--- config.mk ---
export PLATFORM = sky130hd
export DESIGN_NAME = spi_slave_if
export DESIGN_NICKNAME = d
export VERILOG_FILES = /design/src/rtl/spi_slave_if.sv
export SDC_FILE = /design/constraint.sdc
export NUM_CORES = 1
export LEC_CHECK = 0
export CAP_MARGIN = 20
export CORE_MARGIN = 2
export CORE_UTILIZATION = 36
export DETAILED_ROUTE_END_ITERATION = 12
export GPL_TIMING_DRIVEN = 0
export SLEW_MARGIN = 20
export SYNTH_ARGS = -nofsm -noshare
export SYNTH_HDL_FRONTEND = slang
export SYNTH_SLANG_ARGS = --single-unit
--- constraint.sdc ---
create_clock -name clk -period 1.9 [get_ports clk]
set_clock_uncertainty 0.1 [all_clocks]
set_input_delay 0.285 -clock clk [delete_from_list [all_inputs] [get_ports clk]]
set_output_delay 0.285 -clock clk [all_outputs]
set_load 0.005 [all_outputs]
--- src/rtl/spi_slave_if.sv ---
// SPI slave front-end for the command-word RAM.
// Receives {cmd[1:0], payload} words MSB first from MOSI and strobes them out on rx_valid.
// Serialises the RAM read byte back onto MISO. One bit per clk cycle.
module spi_slave_if #(
    parameter int unsigned ADDR_SIZE = 8
) (
    input  logic                 clk,
    input  logic                 rst,
    input  logic                 SS_n,
    input  logic                 MOSI,
    output logic                 MISO,
    output logic [ADDR_SIZE+1:0] rx_data,
    output logic                 rx_valid,
    input  logic [ADDR_SIZE-1:0] tx_data,
    input  logic                 tx_valid
);

    localparam int unsigned WordW = ADDR_SIZE + 2;
    localparam int unsigned CntW  = $clog2(WordW + 1);

    localparam logic [2:0] StIdle     = 3'd0;
    localparam logic [2:0] StChkCmd   = 3'd1;
    localparam logic [2:0] StWrite    = 3'd2;
    localparam logic [2:0] StReadAdd  = 3'd3;
    localparam logic [2:0] StReadData = 3'd4;

    logic [2:0]           state_q, state_d;
    logic [CntW-1:0]      rx_cnt_q, rx_cnt_d;
    logic [WordW-1:0]     rx_shift_q, rx_shift_d;
    logic                 rx_done_q, rx_done_d;
    logic [ADDR_SIZE-1:0] tx_shift_q, tx_shift_d;
    logic [CntW-1:0]      tx_cnt_q, tx_cnt_d;
    logic                 tx_busy_q, tx_busy_d;
    logic                 tx_done_q, tx_done_d;
    logic                 rd_addr_seen_q, rd_addr_seen_d;
    logic                 miso_q, miso_d;
    logic [WordW-1:0]     rx_data_q, rx_data_d;
    logic                 rx_valid_q, rx_valid_d;

    // Next-state logic: frame FSM, receive deserialiser and transmit serialiser.
    always_comb begin
        state_d        = state_q;
        rx_cnt_d       = rx_cnt_q;
        rx_shift_d     = rx_shift_q;
        rx_done_d      = rx_done_q;
        tx_shift_d     = tx_shift_q;
        tx_cnt_d       = tx_cnt_q;
        tx_busy_d      = tx_busy_q;
        tx_done_d      = tx_done_q;
        rd_addr_seen_d = rd_addr_seen_q;
        rx_data_d      = rx_data_q;
        rx_valid_d     = 1'b0;
        miso_d         = 1'b0;

        if (state_q != StIdle && SS_n) begin
            // Deselect ends or aborts the frame; partial words are dropped.
            state_d = StIdle;
        end else begin
            unique case (state_q)
                StIdle: begin
                    if (!SS_n) state_d = StChkCmd;
                end
                StChkCmd: begin
                    rx_shift_d = {{(WordW-1){1'b0}}, MOSI};
                    rx_cnt_d   = CntW'(ADDR_SIZE + 1);
                    rx_done_d  = 1'b0;
                    tx_busy_d  = 1'b0;
                    tx_done_d  = 1'b0;
                    if (!MOSI)               state_d = StWrite;
                    else if (!rd_addr_seen_q) state_d = StReadAdd;
                    else                     state_d = StReadData;
                end
                StWrite, StReadAdd, StReadData: begin
                    if (!rx_done_q) begin
                        rx_shift_d = {rx_shift_q[WordW-2:0], MOSI};
                        rx_cnt_d   = rx_cnt_q - CntW'(1);
                        if (rx_cnt_q == CntW'(1)) begin
                            rx_done_d  = 1'b1;
                            rx_data_d  = {rx_shift_q[WordW-2:0], MOSI};
                            rx_valid_d = 1'b1;
                            if (state_q == StReadAdd) rd_addr_seen_d = 1'b1;
                        end
                    end else if (state_q == StReadData && !tx_done_q) begin
                        if (tx_busy_q) begin
                            if (tx_cnt_q == CntW'(1)) begin
                                // Last bit has been on MISO for a cycle; the read is complete.
                                tx_busy_d      = 1'b0;
                                tx_done_d      = 1'b1;
                                rd_addr_seen_d = 1'b0;
                            end else begin
                                miso_d     = tx_shift_q[ADDR_SIZE-1];
                                tx_shift_d = tx_shift_q << 1;
                                tx_cnt_d   = tx_cnt_q - CntW'(1);
                            end
                        end else if (tx_valid) begin
                            // MSB goes out straight away; the rest shift from tx_shift.
                            miso_d     = tx_data[ADDR_SIZE-1];
                            tx_shift_d = tx_data << 1;
                            tx_cnt_d   = CntW'(ADDR_SIZE);
                            tx_busy_d  = 1'b1;
                        end
                    end
                end
                default: state_d = StIdle;
            endcase
        end
    end

    // State and output registers, cleared asynchronously by rst.
    always_ff @(posedge clk or posedge rst) begin
        if (rst) begin
            state_q        <= StIdle;
            rx_cnt_q       <= '0;
            rx_shift_q     <= '0;
            rx_done_q      <= 1'b0;
            tx_shift_q     <= '0;
            tx_cnt_q       <= '0;
            tx_busy_q      <= 1'b0;
            tx_done_q      <= 1'b0;
            rd_addr_seen_q <= 1'b0;
            miso_q         <= 1'b0;
            rx_data_q      <= '0;
            rx_valid_q     <= 1'b0;
        end else begin
            state_q        <= state_d;
            rx_cnt_q       <= rx_cnt_d;
            rx_shift_q     <= rx_shift_d;
            rx_done_q      <= rx_done_d;
            tx_shift_q     <= tx_shift_d;
            tx_cnt_q       <= tx_cnt_d;
            tx_busy_q      <= tx_busy_d;
            tx_done_q      <= tx_done_d;
            rd_addr_seen_q <= rd_addr_seen_d;
            miso_q         <= miso_d;
            rx_data_q      <= rx_data_d;
            rx_valid_q     <= rx_valid_d;
        end
    end

    assign MISO     = miso_q;
    assign rx_data  = rx_data_q;
    assign rx_valid = rx_valid_q;

endmodule

==> Yosys cells after proc, flatten, opt, wreduce, memory -nomap -nowiden <==
Cells that the tools add are included.
{ "word_totals": {"register_bits": 44, "in_bits": 13, "out_inout_bits": 12, "word_cells": 96} }
{ "classes": {"n_addsub": 2, "eq_ne": 17, "mux": 45, "bitwise": 2, "n_reduce_logical": 18} }
{ "ops": {"columns": ["cell", "n"], "rows": [
  ["$mux 1", 27],
  ["$mux 8", 3],
  ["$pmux 9 s2", 1],
  ["$mux 4", 4],
  ["$ne 2x2->1 const B", 7],
  ["$mux 3", 4],
  ["$reduce_and 6->1", 2],
  ["$mux 9", 1],
  ["$pmux 3 s3", 1],
  ["$eq 4x1->1 const B", 2],
  ["$pmux 4 s2", 1],
  ["$reduce_and 4->1", 2],
  ["$reduce_bool 2->1", 4],
  ["$sub 4x1->4 const B", 2],
  ["$reduce_and 7->1", 1],
  ["$eq 3x2->1 const B", 2],
  ["$ne 2x1->1 const B", 3],
  ["$pmux 1 s2", 3],
  ["$reduce_and 2->1", 2],
  ["$eq 3x1->1 const B", 1],
  ["$eq 3x3->1 const B", 1],
  ["$logic_not 3->1", 1],
  ["$ne 3x3->1 const B", 1],
  ["$reduce_and 3->1", 1],
  ["other kinds (5)", 7]
]} }

==> Depth between registers and ports, before layout <==
Gate-level depths: netlist of the first run.
{ "logic_depth": {"word_depth": 7, "mapped_depth": 7, "mapped_depth_nobuf": 6} }

==> Least setup slack after synthesis of the first run <==
No wires, ideal clock.
{ "synth_timing": {"path_kind": "reg-to-reg", "from": "register tx_cnt_q[0]", "to": "register tx_cnt_q[3]", "arrival_ns": 1.474, "path_slack_ns": 0.187, "stages_incl_launch_ff": 6, "path_buffers": 0, "synth_period_minus_slack_ns": 1.713, "cell_sequence": "dfrtp_1 > ha_1 > and4bb_2 > nor4_4 > nor3b_2 > a41oi_1"} }
{ "synth_via": {"elab_chain_len": 3} }
{ "synth_rtl": {"columns": ["element", "line", "source"], "rows": [
  ["start, declared", "32", "logic [CntW-1:0] tx_cnt_q, tx_cnt_d;"],
  ["start signal, assigned", "130", "tx_cnt_q <= tx_cnt_d;"],
  ["$sub 4x1->4 or $eq 4x1->1 (tied branches)", "93, 85", null],
  ["$mux 4 or $ne 2x2->1 (tied branches)", null, null],
  ["$mux 4 or $reduce_and 6->1 (tied branches)", null, null]
]} }
Parallel ways exist; a longest one is shown, timed or not. The select of a mux whose other input is x is not followed.
A chain may end at the register's enable or synchronous reset.

==> Worst setup path in the final report of the first run <==
{ "layout_timing": {"from": "register state_q[0]", "to": "register rx_data_q[3], in the netlist rx_data[3]"} }
{ "layout_via": {"elab_chain_len": 4} }
{ "layout_rtl": {"columns": ["element", "line", "source"], "rows": [
  ["start, declared", "27", "logic [2:0] state_q, state_d;"],
  ["start signal, assigned", "112", "state_q <= StIdle;"],
  ["start signal, assigned", "125", "state_q <= state_d;"],
  ["branches (longest 3 deep; another with $eq 3x2->1)", null, null],
  ["$reduce_and 4->1 (no source line) *", null, null],
  ["end signal, assigned", "135", "rx_data_q <= rx_data_d;"],
  ["end, declared", "37", "logic [WordW-1:0] rx_data_q, rx_data_d;"]
]} }
Every way passes the cells marked *.

==> metrics, run 1 <==
Hold Crit Class=in2async; Placed Area=0.002286 sq mm; largest family of logic cells by synthesized area=simple AND/OR/NAND/NOR gates; Vert. Die Dim=77.23 microns; DR vias=1342; top cell type's share of synthesized area=0.5574; WL met3=166 microns; number of H-tree levels=2; total area of sequential cells=0.001079 sq mm; Slew headroom=0.5965; Post-Synth Adder-Cell Area=0.02592; die width=77.23 microns; area delta synth->final=26.44%; synth top area cells=dfrtp_1, mux2_1, mux2i_1; Synth cell types=38; Placed Instances=259; Clk pwr share=0.274; gr usage total=0.1383; Clk Latency, worst-skew pair=0.30 ns; Starting Density=0.3756; reg2reg start=state_q[0]; post-synthesis sequential area ratio=0.5574; Synth Instances=164; commonest non-fill, non-tap cell in the layout=dfrtp_1; minimum clock period=1.821 ns; GP Congestion=0.8507; Longest Clk Path Bufs=2; reg-to-reg endpoint=rx_data[3]; Met2 Wirelength=1834 microns; dpl hpwl=2545 microns; combinational power share=0.227; CTS buffer count=5; Internal=0.001684 W; status=completed; area occupied by multi-input gates=808.3 sq um; critical path type=reg2reg; I/O pins=25; post-synth net total=181; Max-Cap Viols=0; crit path DAT=1.90 ns; final hold violation count=0; Pre-antenna DRT Iters=5; Total Wirelength=3671 microns; first-pass GRT wire length=6610 microns; share of cells above drive strength 1=0.1709; CTS Sinks=43; final worst path period share=0.9585; Compound-Gate Fraction of Synth Area=0.1322; R2R depth=6; Worst Tran Pin Value=0.6053 ns; yosys warns=0; clock slew at reported path FFs=0.08 ns; commonest cells after routing, fill and taps aside=dfrtp_1, clkdlybuf4s50_1, nor2_1; Post-layout nets=215; largest net degree at the start of global routing=25; # diodes=0; row count=26; fin. max-slew vios=0; CTS tree=built; GRT overflow=0; Post-Syn Area=0.001931 sq mm; mux cell area share after synthesis=0.1115; post-layout util=0.4749; DRT met1 WL=1618 microns; post-synthesis simple-gate area fraction=0.1335; crit-path max FO=10; P_leak=1.081 nW; Critical Path RT=1.98 ns; Post-route DRC=0; Root Driver=clkbuf_8; sequential share of power=0.499; Worst setup SP type=flip-flop; IO Port Bufs=24; endpoints failing setup=0; drt initial violations=39; Top Layer Used=met4; Max Clk Rate=549.1 MHz; Filler Cell Count=493; P_sw=0.0006741 W; Max IR drop VDD=0.3936 mV; post-route ant nets=0; DIE AREA=0.005964 sq mm; vias in the first global route=1434; Yosys reg bits=43; Reg2Reg Setup Slack=0.08 ns; Pwr Density=966.1 mW/mm^2; drt wl/cell=13.65 microns; Cell Count, Final, Fillers Out=269; Synth Area in XOR/XNOR=0; critical path endpoint category=flip-flop; core area=0.005140 sq mm; initial antenna violation count=0; Syn Area/Cell=11.77 sq um; final instance area=0.002441 sq mm; dominant cell type by area after synthesis=dfrtp_1; Switching Share=0.2858; Vias/cell=4.989
cells by family after synthesis:
group                    count (synthesis)
AO/OA/AOI/OAI                           37
adder cells (fa/ha/maj)                  4
buffers and inverters                   17
flip-flops                              43
multiplexers                            20
AND/OR/NAND/NOR                         43
worst max-delay path: stages (launching register included):
cell and delay (ns):
dfrtp_1 0.38, buf_2 0.18, nor3b_2 0.19, o21ai_2 0.11
nor3_2 0.23, buf_6 0.19, mux2_1 0.34
repair_timing:
action / 4_1_cts / 5_1_grt
pin swaps: 1 / 3
endpoints found under the setup margin: 1 / 31
gates resized for setup: 0 / 10
setup buffers: 0 / 2
hold buffers: 0 / 0
power groups by stage:
stage                     sequential (W)  clock, W  combinational, W
after floorplan                  0.00117         0          0.000349
after global placement           0.00119         0          0.000506
after detailed placement         0.00120         0          0.000529
after CTS                        0.00118  0.000666          0.000534
after global routing             0.00120  0.000712          0.000609
final                            0.00118  0.000645          0.000535
registers in the layout, summed over array words and instances (netlist names):
name and flops:
state_q 3, rx_cnt_q 4, MISO 1, rx_data 10, tx_cnt_q 4, tx_shift_q 7, rx_shift_q 9, tx_done_q 1
rx_valid 1, tx_busy_q 1, rd_addr_seen_q 1, rx_done_q 1
Yosys cell counts (all sizes together):
cell type  instances
nand2b             3
o21ba              1
o21ai              8
a22o               9
and4bb             1
buf                7
a41o               1
a41oi              1
nor2b              4
nor2              16
nor4               1
nand4bb            1
nand2              3
mux2              12
or2                1
o311ai             1
dfrtp             43
mux2i              8
a31oi              1
or3                1
nor3               3
o21bai             1
or3b               1
a21boi             1
ha                 4
a21oi             11
and3               1
o31ai              2
inv               10
nand3b             1
nand3              3
nor3b              3
routing by layer:
layer / GRT usage / up-vias
met3: 0.03882 / 4
met2: 0.2313 / 29
met1: 0.1705 / 661
met5: 0 / -
met4: 0.05000 / 0
li1: - / 648
area by class of cell:
| cell class | count | area share |
|---|---|---|
| clock inverter | 1 | 0.003075 |
| sequential | 43 | 0.4418 |
| inverter | 10 | 0.01538 |
| buffer | 7 | 0.01743 |
| multi-input combinational | 104 | 0.3311 |
| timing repair buffer | 27 | 0.1158 |
| clock buffer | 7 | 0.03947 |
| tap | 70 | 0.03588 |
worst max-delay path by stage:
stage / startpoint / endpoint / slack (ns) / cells after the start
3_5_place_dp: SS_n / tx_cnt_q[3] / -0.19 / 5
2_1_floorplan: tx_cnt_q[0] / tx_cnt_q[3] / 0.19 / 5
4_1_cts: state_q[0] / rx_data[3] / 0.003 / 6
6_report: state_q[0] / rx_data[3] / 0.08 / 6
3_3_place_gp: rst / state_q[2] / -0.35 / 2
5_1_grt: tx_cnt_q[1] / tx_cnt_q[3] / -0.01 / 6
stage by stage:
| step | hold slack, ns | total power (W) | setup slack [ns] | TNS (ns) |
|---|---|---|---|---|
| after floorplan | 0.2558 | 0.001514 | 0.1869 | 0 |
| after global placement | 0.3707 | 0.001695 | -0.3509 | -16.79 |
| after detailed placement | 0.3790 | 0.001726 | -0.1873 | -2.415 |
| after CTS | 0.2290 | 0.002380 | 0.002730 | 0 |
| after global routing | 0.2724 | 0.002525 | -0.01444 | -0.01916 |
| final | 0.2167 | 0.002358 | 0.07890 | 0 |
Note: power is estimated with default switching activity, not from simulation.
==> run 2, diff against run 1 <==
--- a/config.mk
+++ b/config.mk
@@ -6,6 +6,7 @@
 export NUM_CORES = 1
 export LEC_CHECK = 0
 export CAP_MARGIN = 20
+export CORE_ASPECT_RATIO = 0.7
 export CORE_MARGIN = 2
 export CORE_UTILIZATION = 36
 export DETAILED_ROUTE_END_ITERATION = 12
==> run 2 against run 1 <==
Effect of this change: via count fell by 0.30%; critical path type unchanged; critical path depth unchanged; maximum frequency is essentially flat; setup slack better by 0.00064 ns; clock-buffer cell count down 2.
==> metrics, run 2 (synthesis results as in run 1) <==
status=completed; Critical Path RT=1.98 ns; row count=22; die width=91.53 microns; Max-Cap Viols=0; total area of sequential cells=0.001077 sq mm; minimum clock period=1.820 ns; Slew headroom=0.5755; IO Port Bufs=24; max FFs per register=10; post-layout util=0.4680; DIE AREA=0.005974 sq mm; commonest cells after routing, fill and taps aside=dfrtp_1, clkdlybuf4s50_1, nor2_1; GP Congestion=0.7768; initial antenna violation count=0; CTS buffer count=5; crit-path max FO=10; Post-route DRC=0; Vert. Die Dim=65.27 microns; critical path endpoint category=flip-flop; Clk Latency, worst-skew pair=0.29 ns; Pwr Density=990.9 mW/mm^2; dpl hpwl=2535 microns; first-pass GRT wire length=6065 microns; R2R depth=6; Hold Crit Class=in2async; reg-to-reg endpoint=rx_data[1]; RSZ-0062 raised after global routing=yes; Vias/cell=4.974; Pre-antenna DRT Iters=4; endpoints failing setup=0; clock slew at reported path FFs=0.08 ns; post-route ant nets=0; area delta synth->final=26.12%; Reg2Reg Setup Slack=0.08 ns; final instance area=0.002435 sq mm; reg2reg start=state_q[0]; Filler Cell Count=463; CTS tree=built; Worst Tran Pin Value=0.6368 ns; Worst setup SP type=flip-flop; Final WS setup=0.07955 ns; GRT overflow=0; P_leak=1.081 nW; commonest non-fill, non-tap cell in the layout=dfrtp_1; Critical path origin=state_q[0]; Post-layout nets=214; final hold violation count=0; Post-CTS Hold Buffers=0; Placed Instances=261; drt initial violations=44; Cell Count, Final, Fillers Out=269; share of cells above drive strength 1=0.1472; number of H-tree levels=2; crit path DAT=1.90 ns; gr usage total=0.1291; vias in the first global route=1328; Placed Area=0.002288 sq mm; Longest Clk Path Bufs=2; Max IR drop VDD=0.4621 mV; area occupied by multi-input gates=805.8 sq um; final worst path period share=0.9581; Max Clk Rate=549.3 MHz; Starting Density=0.3711; critical path type=reg2reg; DR vias=1338; # diodes=0; I/O pins=25; core area=0.005202 sq mm; largest net degree at the start of global routing=26; Setup TNS Final=0 ns; Setup WS pre-CTS=-0.1569 ns; CTS Sinks=43; fin. max-slew vios=0; Root Driver=clkbuf_8; drt wl/cell=13.28 microns; Total Wirelength=3571 microns
## run 2: worst max-delay path, stage by stage, from the launching register on
cell     delay, ns
dfrtp_1       0.37
buf_2         0.17
nor3b_2       0.18
o21ai_2       0.11
nor3_2        0.25
buf_6         0.19
mux2_1        0.33
## run 2: cell type report
class                      count  area share
multi-input combinational    104      0.3309
inverter                      10     0.01542
sequential                    43      0.4424
clock inverter                 2     0.01542
tap                           72     0.03700
timing repair buffer          26      0.1131
buffer                         7     0.01747
clock buffer                   5     0.02826
## run 2: metrics by stage
step	total power, W	hold WS, ns
floorplan	0.001514	0.2558
global placement	0.001690	0.3688
detailed placement	0.001727	0.3737
CTS	0.002419	0.2218
global route	0.002556	0.2452
finish	0.002413	0.2146
## run 2: how the worst max path moves through the flow
stage                       end  slack (ns)  cells past startpoint
floorplan           tx_cnt_q[3]        0.19                      5
global placement     rx_data[9]       -0.30                      2
detailed placement  tx_cnt_q[3]       -0.16                      5
CTS                  rx_data[4]       0.002                      5
global route         rx_data[0]       -0.02                      6
finish               rx_data[1]        0.08                      6
## run 2: metal layers
metal	track usage	share of wire	up-vias
li1	-	-	649
met1	0.1774	0.51	661
met2	0.1985	0.44	23
met3	0.02982	0.037	5
met4	0.05303	0.013	0
met5	0	0	-
## run 2: report_power, final
part	internal, W	leakage (nW)	switching (W)	total (W)
logic	0.000289	0.468	0.000259	0.000548
registers	0.00107	0.563	0.000108	0.00118
clock network	0.000384	0.0502	0.000305	0.000689
## run 2: timing repair
| item | CTS | global route |
|---|---|---|
| buffers inserted | 0 | 1 |
| endpoints found under the setup margin | 0 | 33 |
| resized for setup | 0 | 7 |
==> run 3, diff against run 2 <==
==> constraint.sdc (replaced) <==
create_clock -name clk -period 1.9 [get_ports clk]
set_clock_uncertainty 0.1 [all_clocks]
set_input_delay 0.38 -clock clk [delete_from_list [all_inputs] [get_ports clk]]
set_output_delay 0.38 -clock clk [all_outputs]
set_load 0.005 [all_outputs]
==> run 3 against run 2 <==
Effect of this change: clock power about the same; via count grew 0.52%; wire length is 0.25% higher; register-to-register slack barely moved; setup slack about the same; first-iteration DRC count did not move; cell count unchanged; sequential share of layout area is essentially flat; largest cell class unchanged; largest power group unchanged.
==> metrics, run 3 (synthesis results as in run 1) <==
IO Port Bufs=24; Total Wirelength=3580 microns; reg-to-reg endpoint=rx_data[1]; Vert. Die Dim=65.27 microns; drt initial violations=44; Clk Latency, worst-skew pair=0.29 ns; first-pass GRT wire length=6065 microns; Longest Clk Path Bufs=2; minimum clock period=1.820 ns; hold depth=2; Root Driver=clkbuf_8; total area of sequential cells=0.001077 sq mm; WHS Endpoint=state_q[1]; Starting Density=0.3711; status=completed; initial antenna violation count=0; CP cell instances=buf_2, nor3b_2, o21ai_2, nor3_2, buf_6, mux2_1; DR vias=1345; Worst setup SP type=flip-flop; final worst path period share=0.9580; Critical Path RT=1.98 ns; Pwr Density=990.6 mW/mm^2; max FFs per register=10; RSZ-0062 raised after global routing=yes; I/O pins=25; critical path's slowest cell=dfrtp_1; dpl hpwl=2535 microns; critical path type=reg2reg; Slew headroom=0.5753; P_leak=1.090 nW; area occupied by multi-input gates=805.8 sq um; gr usage total=0.1291; final instance area=0.002437 sq mm; GP Congestion=0.7768; grt met2 use=0.1985; CTS tree=built; commonest non-fill, non-tap cell in the layout=dfrtp_1; CTS Sinks=43; fin. max-slew vios=0; Hold Crit Class=in2reg; CTS buffer count=5; GRT met1 Usage=0.1774; Setup TNS Final=0 ns; met3 usage=0.02982; Max Clk Rate=549.4 MHz; post-route ant nets=0; Max-Cap Viols=0; Worst Tran Pin Value=0.6370 ns; Post-route DRC=0; vias in the first global route=1328; share of cells above drive strength 1=0.1472; Post-layout nets=214; R2R depth=6; number of H-tree levels=2; Post-CTS Hold Buffers=0; clock slew at reported path FFs=0.08 ns; DIE AREA=0.005974 sq mm; core area=0.005202 sq mm; Reg2Reg Setup Slack=0.08 ns; Placed Area=0.002288 sq mm; Buf/Inv on CP=2; GR peak layer=met2; Filler Cell Count=462; critical path's top delay family=simple AND/OR/NAND/NOR gates; endpoints failing setup=0; # diodes=0; Vias/cell=5.000; Hold Startpoint=SS_n; drt wl/cell=13.31 microns; largest net degree at the start of global routing=26; Pwr Total=0.002414 W; critical path endpoint category=flip-flop; crit path DAT=1.90 ns; Pre-antenna DRT Iters=4; reg2reg start=state_q[0]; GRT overflow=0; Crit path largest cell delay=0.37 ns; commonest cells after routing, fill and taps aside=dfrtp_1, clkdlybuf4s50_1, nor2_1; row count=22; Max IR drop VDD=0.4621 mV; final hold violation count=0; die width=91.53 microns; crit-path max FO=10; area delta synth->final=26.25%
[run 3: worst max path at each step]
stage | cells past startpoint | endpoint | slack (ns) | from
after floorplan | 5 | tx_cnt_q[3] | 0.19 | tx_cnt_q[0]
after global placement | 2 | rx_data[9] | -0.40 | rst
after detailed placement | 5 | tx_cnt_q[3] | -0.25 | SS_n
after CTS | 5 | rx_data[4] | 0.002 | state_q[2]
after global routing | 6 | rx_data[0] | -0.02 | state_q[0]
final | 6 | rx_data[1] | 0.08 | state_q[0]
[run 3: per-stage QoR]
stage / utilization / cells / hold slack (ns) / setup slack (ns)
after detailed placement: 0.4399 / 261 / 0.3737 / -0.2519
after global placement: 0.4346 / 260 / 0.3688 / -0.3971
after floorplan: - / 164 / 0.3508 / 0.1869
final: 0.4685 / 269 / 0.2576 / 0.07972
after CTS: 0.4603 / 268 / 0.3168 / 0.002413
after global routing: 0.4685 / 269 / 0.2558 / -0.02287
[run 3: final cells by class]
cell class              count  share of cell area
well taps                  72             0.03696
plain buffers               7             0.01745
flip-flops and latches     43              0.4420
inverters                  10             0.01540
clock buffers               5             0.02823
repair buffers             26              0.1140
multi-input cells         104              0.3306
clock inverters             2             0.01540
[run 3: worst register-to-register path, stage by stage (launching register included)]
cell and delay [ns]:
dfrtp_1 0.37, buf_2 0.17, nor3b_2 0.18, o21ai_2 0.11
nor3_2 0.25, buf_6 0.20, mux2_1 0.33
[run 3: where the power goes]
group / internal [W] / switching [W] / total [W]
sequential: 0.00107 / 0.000109 / 0.00118
combinational: 0.000289 / 0.000260 / 0.000550
clock: 0.000384 / 0.000305 / 0.000689
total: 0.00174 / 0.000674 / 0.00241
[run 3: what timing repair did]
action | CTS | global route
buffers inserted | 0 | 1
hold endpoints to repair | 0 | 0
resized for setup | 0 | 8
endpoints found under the setup margin | 0 | 33
[run 3: metal layers]
| metal | routed length (microns) | part of all wire |
|---|---|---|
| met2 | 1550 | 0.43 |
| met5 | 0 | 0 |
| met1 | 1848 | 0.52 |
| met4 | 59 | 0.016 |
| met3 | 122 | 0.034 |
